$ cat src/rtl/cpu_run_ctrl_pkg.sv
// Shared definitions for the run/step/breakpoint controller.
// The state encoding is exported so the 7-seg display mux can decode it.
package cpu_run_ctrl_pkg;

    typedef enum logic [1:0] {
        ST_HALT  = 2'b00,
        ST_RUN   = 2'b01,
        ST_STEP  = 2'b10,
        ST_BREAK = 2'b11
    } run_state_e;

    localparam int DEFAULT_DIV       = 50_000_000;
    localparam int DEFAULT_DB_CYCLES = 1_000_000;
    localparam int DEFAULT_CW        = 26;
    localparam int DEFAULT_DBW       = 20;

    function automatic logic is_halted_state(input run_state_e s);
        return (s == ST_HALT) || (s == ST_BREAK);
    endfunction

endpackage

$ cat src/rtl/cpu_run_ctrl_pb_debounce.sv
// Pushbutton conditioner: 2-flop synchronizer, stability debounce and a
// one-cycle press pulse on each accepted 0->1 transition of the button.
module pb_debounce
    import cpu_run_ctrl_pkg::*;
#(
    parameter int DB_CYCLES = DEFAULT_DB_CYCLES,
    parameter int DBW       = DEFAULT_DBW
) (
    input  logic clk,
    input  logic reset,
    input  logic pb_raw,
    output logic press
);

    logic [1:0]     r_sync;
    logic           r_level;
    logic [DBW-1:0] r_cnt;
    logic           r_press;

    logic w_synced;
    logic w_differs;
    logic w_accept;

    assign w_synced  = r_sync[1];
    assign w_differs = (w_synced != r_level);
    // The synced value has disagreed with the accepted level for DB_CYCLES cycles.
    assign w_accept  = w_differs && (r_cnt == DBW'(DB_CYCLES - 1));

    always_ff @(posedge clk or posedge reset) begin
        if (reset) begin
            r_sync  <= 2'b00;
            r_level <= 1'b0;
            r_cnt   <= '0;
            r_press <= 1'b0;
        end else begin
            // NOTE: non-blocking so the second flop captures the first flop's previous value.
            r_sync <= {r_sync[0], pb_raw};

            if (!w_differs || w_accept) begin
                r_cnt <= '0;
            end else begin
                r_cnt <= r_cnt + DBW'(1);
            end

            if (w_accept) begin
                r_level <= w_synced;
            end

            r_press <= w_accept && w_synced;
        end
    end

    assign press = r_press;

endmodule

$ cat src/rtl/cpu_run_ctrl.sv
// Run/step/breakpoint controller: issues one-cycle cpu_en pulses to the core
// in free-run (every DIV cycles) or single-step mode and halts on a PC match.
module cpu_run_ctrl
    import cpu_run_ctrl_pkg::*;
#(
    parameter int DIV       = DEFAULT_DIV,
    parameter int DB_CYCLES = DEFAULT_DB_CYCLES,
    parameter int CW        = DEFAULT_CW,
    parameter int DBW       = DEFAULT_DBW
) (
    input  logic        clk,
    input  logic        reset,
    input  logic        pb,
    input  logic        run_mode,
    input  logic        bp_en,
    input  logic [7:0]  bp_addr,
    input  logic [31:0] pc,
    output logic        cpu_en,
    output logic        halted,
    output logic [1:0]  state,
    output logic [15:0] step_count
);

    run_state_e    r_state;
    logic          r_cpu_en;
    logic          r_halted;
    logic          r_skip_bp;
    logic [CW-1:0] r_div;
    logic [15:0]   r_step_count;

    run_state_e    w_state_nxt;
    logic          w_cpu_en_nxt;
    logic          w_halted_nxt;
    logic          w_skip_bp_nxt;
    logic [CW-1:0] w_div_nxt;
    logic          w_press;
    logic          w_tick;
    logic          w_bp_hit;
    logic          w_unused_pc;

    pb_debounce #(
        .DB_CYCLES (DB_CYCLES),
        .DBW       (DBW)
    ) u_pb_debounce (
        .clk    (clk),
        .reset  (reset),
        .pb_raw (pb),
        .press  (w_press)
    );

    assign w_tick      = (r_div == CW'(DIV - 1));
    // skip_bp lets a restart execute the instruction sitting on the breakpoint.
    assign w_bp_hit    = bp_en && (pc[7:0] == bp_addr) && !r_skip_bp;
    assign w_unused_pc = ^pc[31:8];

    always_ff @(posedge clk or posedge reset) begin
        if (reset) begin
            r_state   <= ST_HALT;
            r_cpu_en  <= 1'b0;
            r_halted  <= 1'b1;
            r_skip_bp <= 1'b0;
            r_div     <= '0;
        end else begin
            r_state   <= w_state_nxt;
            r_cpu_en  <= w_cpu_en_nxt;
            r_halted  <= w_halted_nxt;
            r_skip_bp <= w_skip_bp_nxt;
            r_div     <= w_div_nxt;
        end
    end

    // Press outranks a run_mode drop, which outranks a tick in the same cycle.
    always_comb begin
        // NOTE: default first so every path assigns and no latch is inferred.
        w_state_nxt = r_state;
        unique case (r_state)
            ST_HALT: begin
                if (w_press) begin
                    w_state_nxt = run_mode ? ST_RUN : ST_STEP;
                end
            end
            ST_RUN: begin
                if (w_press || !run_mode) begin
                    w_state_nxt = ST_HALT;
                end else if (w_tick && w_bp_hit) begin
                    w_state_nxt = ST_BREAK;
                end
            end
            ST_STEP: begin
                w_state_nxt = ST_HALT;
            end
            ST_BREAK: begin
                if (w_press) begin
                    w_state_nxt = ST_STEP;
                end
            end
            default: begin
                w_state_nxt = ST_HALT;
            end
        endcase
    end

    always_comb begin
        w_cpu_en_nxt  = 1'b0;
        w_skip_bp_nxt = r_skip_bp;
        w_div_nxt     = '0;
        unique case (r_state)
            ST_HALT: begin
                if (w_state_nxt == ST_RUN) begin
                    w_skip_bp_nxt = 1'b1;
                end
            end
            ST_RUN: begin
                if (w_state_nxt == ST_RUN) begin
                    w_div_nxt = w_tick ? '0 : r_div + CW'(1);
                    if (w_tick) begin
                        w_cpu_en_nxt  = 1'b1;
                        w_skip_bp_nxt = 1'b0;
                    end
                end
            end
            default: begin
                w_skip_bp_nxt = r_skip_bp;
            end
        endcase
        if (w_state_nxt == ST_STEP) begin
            w_cpu_en_nxt = 1'b1;
        end
        w_halted_nxt = is_halted_state(w_state_nxt);
    end

    always_ff @(posedge clk or posedge reset) begin
        if (reset) begin
            r_step_count <= '0;
        end else if (r_cpu_en) begin
            r_step_count <= r_step_count + 16'd1;
        end
    end

    assign cpu_en     = r_cpu_en;
    assign halted     = r_halted;
    assign state      = r_state;
    assign step_count = r_step_count;

endmodule

$ cat config.mk
export PLATFORM = sky130hd
export DESIGN_NAME = cpu_run_ctrl
export DESIGN_NICKNAME = d
export VERILOG_FILES = /design/src/rtl/cpu_run_ctrl_pkg.sv /design/src/rtl/cpu_run_ctrl_pb_debounce.sv /design/src/rtl/cpu_run_ctrl.sv
export SDC_FILE = /design/constraint.sdc
export NUM_CORES = 1
export LEC_CHECK = 0
export ABC_AREA = 1
export CORE_ASPECT_RATIO = 0.5
export CORE_MARGIN = 2
export CORE_UTILIZATION = 30
export DETAILED_ROUTE_END_ITERATION = 6
export PLACE_DENSITY_LB_ADDON = 0.1
export SYNTH_ARGS = -nofsm -noshare
export SYNTH_HDL_FRONTEND = slang
export SYNTH_SLANG_ARGS = --single-unit
$ cat constraint.sdc
create_clock -name clk -period 3.4 [get_ports clk]
set_input_delay 0.68 -clock clk [delete_from_list [all_inputs] [get_ports clk]]
set_output_delay 0.68 -clock clk [all_outputs]
set_load 0.03 [all_outputs]
==> results.env <==
CRITICAL_PATH.ENDPOINT_TYPE='flop'
POSTCTSSETUPBUFFERS=0
GRT_OVERFLOW=0
ANTENNA_FOUND_INITIAL=0
POWER.DENSITY_CELL_AREA_mW_PER_MM2=362
CTS_TREE='built'
ROWS=30
DRT-INITIAL-DRC-COUNT=177
SETUP_TNS_NS=0
AREA_GROWTH_PCT=21.8
TRITONCTS.NUM_BUFFERS=9
CELL_FAMILY_WITH_MOST_CP_DELAY='simple AND/OR/NAND/NOR gates'
GR-USAGE-ALL-LAYERS_PCT=14.6
CP_DATA_ARRIVAL_TIME_NS=2.72
SYN_AREA_SQ_MM=0.00411
MAX_SLEW_VIO_COUNT=0
CTS.HOLD.BUFFERS_ADDED=0
CORE_AREA_SQ_MM=0.0134
FINAL.MIN_CLOCK_PERIOD_NS=2.52
DP_WORST_SETUP_SLACK_NS=0.463
ANTENNA_VIOLATING_NETS_POST_ROUTE=0
TYPE_OF_ELEMENT_LAUNCHING_THE_CRITICAL_PATH='input port'
FINALPOWER_W=0.00181
H-TREE-DEPTH=3
GRT_PASS1_WL_MICRONS=16900
YOSYSSEQAREASHARE_PCT=43.3
POWER.STATIC_LEAKAGE_nW=2.13
FINAL.FILL_COUNT=1430
GRT_SETUP_UNREPAIRED='false'
CLOCKBUFFERDEPTH=2
NETLIST.TOP_CELL.BY_AREA='sky130_fd_sc_hd__dfrtp_1'
HOLD_VIOL_FINAL=0
GLOBALPLACE.CONGESTION=0.854
SYNTH_NET_COUNT=629
FINCLKSKEW_NS=0.00865
DETAIL_ROUTE.WL_PER_CELL_MICRONS=12.3
DRT_DRC_VIOLATIONS_LEFT=0
VDD_DROP_MAX_mV=0.195
CTS-RESIZED-GATES=0
DIE_AREA_SQ_MM=0.0147
CRITICAL_PATH_BUF_INV_COUNT=4
CLOCK_SINKS=71
FINAL_UTIL_PCT=37.2
SYNTH_CELL_TYPES=25
FLOORPLAN.INITIALDENSITY_PCT=30.5
DIE_HEIGHT_MICRONS=86.7
HPWL_AFTER_DPL_MICRONS=7570
POSTSYNTH.TOPFLOPCELL='sky130_fd_sc_hd__dfrtp_1'
DIE_W_MICRONS=169
NUM-NETS-FINAL=678
BUFFERS_ADDED_ON_PORTS=40
DRT-TOTAL-WL_MICRONS=9940
REQUIRED_NS=3.60
VIAS_IN_THE_FIRST_GLOBAL_ROUTE=3466
CRITPATHMAXFANOUT=18
CRITICAL_PATH_START_END_CLASSIFICATION='in -> reg'
CRIT_PATH_CELL_CHAIN='clkdlybuf4s50_1, inv_1, nand2_1, o21ai_0, nor2_1, nand3_1, nor2_1, nand2_1, nand2_1, inv_1, ha_1, nand2_1, inv_1, nand2_4, nor2_1'
MIN_PERIOD_OVER_PERIOD_PCT=74.1
SETUP.REG_TO_REG.WORST_SLACK_NS=1.00
MAX_SLEW.WORST_PIN.SLEW_NS=0.709
WORST_PATH_MOST_REPEATED_CELL='sky130_fd_sc_hd__nand2_1'
RELSLEWSLACK_PCT=52.6
SETUP_WS_NS=0.880
TIMING.FMAX_MHz=397
YS_TOP_CELLS_BY_COUNT='158 x sky130_fd_sc_hd__nand2_1, 128 x sky130_fd_sc_hd__nor2_1, 78 x sky130_fd_sc_hd__inv_1'
YOSYS_REGISTER_BITS=71
SYNTH.AVG_CELL_AREA_SQ_UM=7.09
AVGVIACOUNTPERCELL=4.42
REPORT.FINAL.SETUP_VIOL=0
YS_WARN_COUNT=0
MAX_CAP_VIOL_COUNT=0
DR.PASS1.ITERS=4
CRIT_PATH_MAX_INCR_DELAY_NS=0.49
YS_TOP_CELLS_BY_AREA='sky130_fd_sc_hd__dfrtp_1 43%, sky130_fd_sc_hd__nand2_1 14%, sky130_fd_sc_hd__nor2_1 12%'
SYNTHARSTFLOPSHARE_PCT=100
YOSYSMOSTFREQUENTCELL='sky130_fd_sc_hd__nand2_1'
CTS_ROOT_BUF='sky130_fd_sc_hd__clkbuf_16'
DR_TOTAL_VIAS=3573
STATUS='completed'
GRT_START_MAX_NET_PINS=63
IO-PIN-COUNT=65
MIN_PATH_TYPE='reg -> reg'
CLKTRANSATPATHREGS_NS=0.06
SYN_INST_COUNT=579
SYNTH.TOP_CELL.AREA_SHARE_PCT=42.7
CRITICAL_PATH.SLOWEST_CELL='sky130_fd_sc_hd__clkdlybuf4s50_1'
ANTENNA_CELLS=0
SYNTH_EDF_COUNT=0
INSERTION_DELAY_NS=0.33
FINAL_LAYOUT_SIZE_SUFFIX_GT1_SHARE_PCT=6.79
[power breakdown]
part | switching, W | total (W) | internal [W]
registers | 0.00000348 | 0.000853 | 0.000849
clock network | 0.000359 | 0.000891 | 0.000532
logic | 0.0000361 | 0.0000670 | 0.0000309
total | 0.000399 | 0.00181 | 0.00141
[registers in the layout, indices dropped and copies added (netlist names)]
name	cells
step_count	16
halted	1
r_div	26
cpu_en	1
r_skip_bp	1
state	2
u_pb_debounce.r_level	1
u_pb_debounce.r_cnt	20
u_pb_debounce.press	1
u_pb_debounce.r_sync	2
[metal layers]
layer	GRT usage, %	vias up	share of wire [%]
li1	-	1882	-
met1	19.7	1619	52
met2	23.7	61	43
met3	3.79	11	3.9
met4	3.42	0	1.0
met5	0	-	0
[worst register-to-register path, stage by stage, from the launching register on]
cell and delay, ns:
sky130_fd_sc_hd__dfrtp_1 0.40, sky130_fd_sc_hd__ha_1 0.18, sky130_fd_sc_hd__nand2_1 0.10, sky130_fd_sc_hd__inv_1 0.15, sky130_fd_sc_hd__nand2_2 0.10, sky130_fd_sc_hd__nor3_1 0.23, sky130_fd_sc_hd__nand2_1 0.10, sky130_fd_sc_hd__nand2_1 0.10
sky130_fd_sc_hd__inv_1 0.05, sky130_fd_sc_hd__ha_1 0.22, sky130_fd_sc_hd__nand2_1 0.11, sky130_fd_sc_hd__inv_1 0.16, sky130_fd_sc_hd__nand2_4 0.29, sky130_fd_sc_hd__nor2_1 0.10
[through the flow]
step	instances	instance area [sq um]	hold slack, ns
4_1_cts	809	5000	0.353
2_1_floorplan	579	4110	0.331
5_1_grt	809	5000	0.364
3_5_place_dp	793	4720	0.339
3_3_place_gp	793	4720	0.333
6_report	809	5000	0.352
[placed cells by master, fill, tap and decap left out]
| master | count |
|---|---|
| sky130_fd_sc_hd__o21bai_1 | 2 |
| sky130_fd_sc_hd__dfstp_2 | 1 |
| sky130_fd_sc_hd__nand2_4 | 1 |
| sky130_fd_sc_hd__xnor2_1 | 11 |
| sky130_fd_sc_hd__nand3_1 | 34 |
| sky130_fd_sc_hd__clkbuf_8 | 2 |
| sky130_fd_sc_hd__dfrtp_1 | 70 |
| sky130_fd_sc_hd__clkinv_2 | 3 |
| sky130_fd_sc_hd__xor2_1 | 19 |
| sky130_fd_sc_hd__nor2_4 | 2 |
| sky130_fd_sc_hd__and2_1 | 1 |
| sky130_fd_sc_hd__nor2_1 | 128 |
| sky130_fd_sc_hd__nand4_1 | 13 |
| sky130_fd_sc_hd__clkbuf_16 | 9 |
| sky130_fd_sc_hd__inv_1 | 77 |
| sky130_fd_sc_hd__nand3b_1 | 2 |
| sky130_fd_sc_hd__clkinv_4 | 2 |
| sky130_fd_sc_hd__a21oi_1 | 4 |
| sky130_fd_sc_hd__inv_2 | 2 |
| sky130_fd_sc_hd__a41oi_1 | 1 |
| sky130_fd_sc_hd__nor3_1 | 16 |
| sky130_fd_sc_hd__buf_12 | 1 |
| sky130_fd_sc_hd__nand2_2 | 4 |
| sky130_fd_sc_hd__clkdlybuf4s50_1 | 40 |
| sky130_fd_sc_hd__ha_1 | 5 |
| sky130_fd_sc_hd__nor2_2 | 16 |
| sky130_fd_sc_hd__o22ai_1 | 1 |
| sky130_fd_sc_hd__nand2_1 | 158 |
| sky130_fd_sc_hd__o21ai_0 | 8 |
[final timing paths]
path                                         startpoint                       to  cells after the start
min in group asynchronous                         reset            step_count[2]                      2
worst min register to register  u_pb_debounce.r_sync[0]  u_pb_debounce.r_sync[1]                      0
worst max-delay path                         bp_addr[0]                r_div[10]                     15
max in group asynchronous                         reset                   halted                      3
worst min-delay path            u_pb_debounce.r_sync[0]  u_pb_debounce.r_sync[1]                      0
worst max register to register                 r_div[0]                r_div[10]                     13
[kinds of logic after synthesis]
group           count (synthesis)  share of synthesized area (%)
fa+ha+maj                       5                           1.52
flops                          71                           43.3
simple gates                  375                           38.6
xor+xnor                       30                           6.40
compound gates                 16                           2.19
buf+inv                        82                           7.95
[layout make-up]
cell class	count	area, sq um	share of cell area (%)
clock inverters	5	32.5	0.650
well taps	176	220	4.40
repair buffers	41	420	8.41
flip-flops and latches	71	1780	35.6
multi-input cells	426	2000	40.0
clock buffers	11	253	5.05
inverters	79	297	5.93
Note: power is estimated with default switching activity, not from simulation.
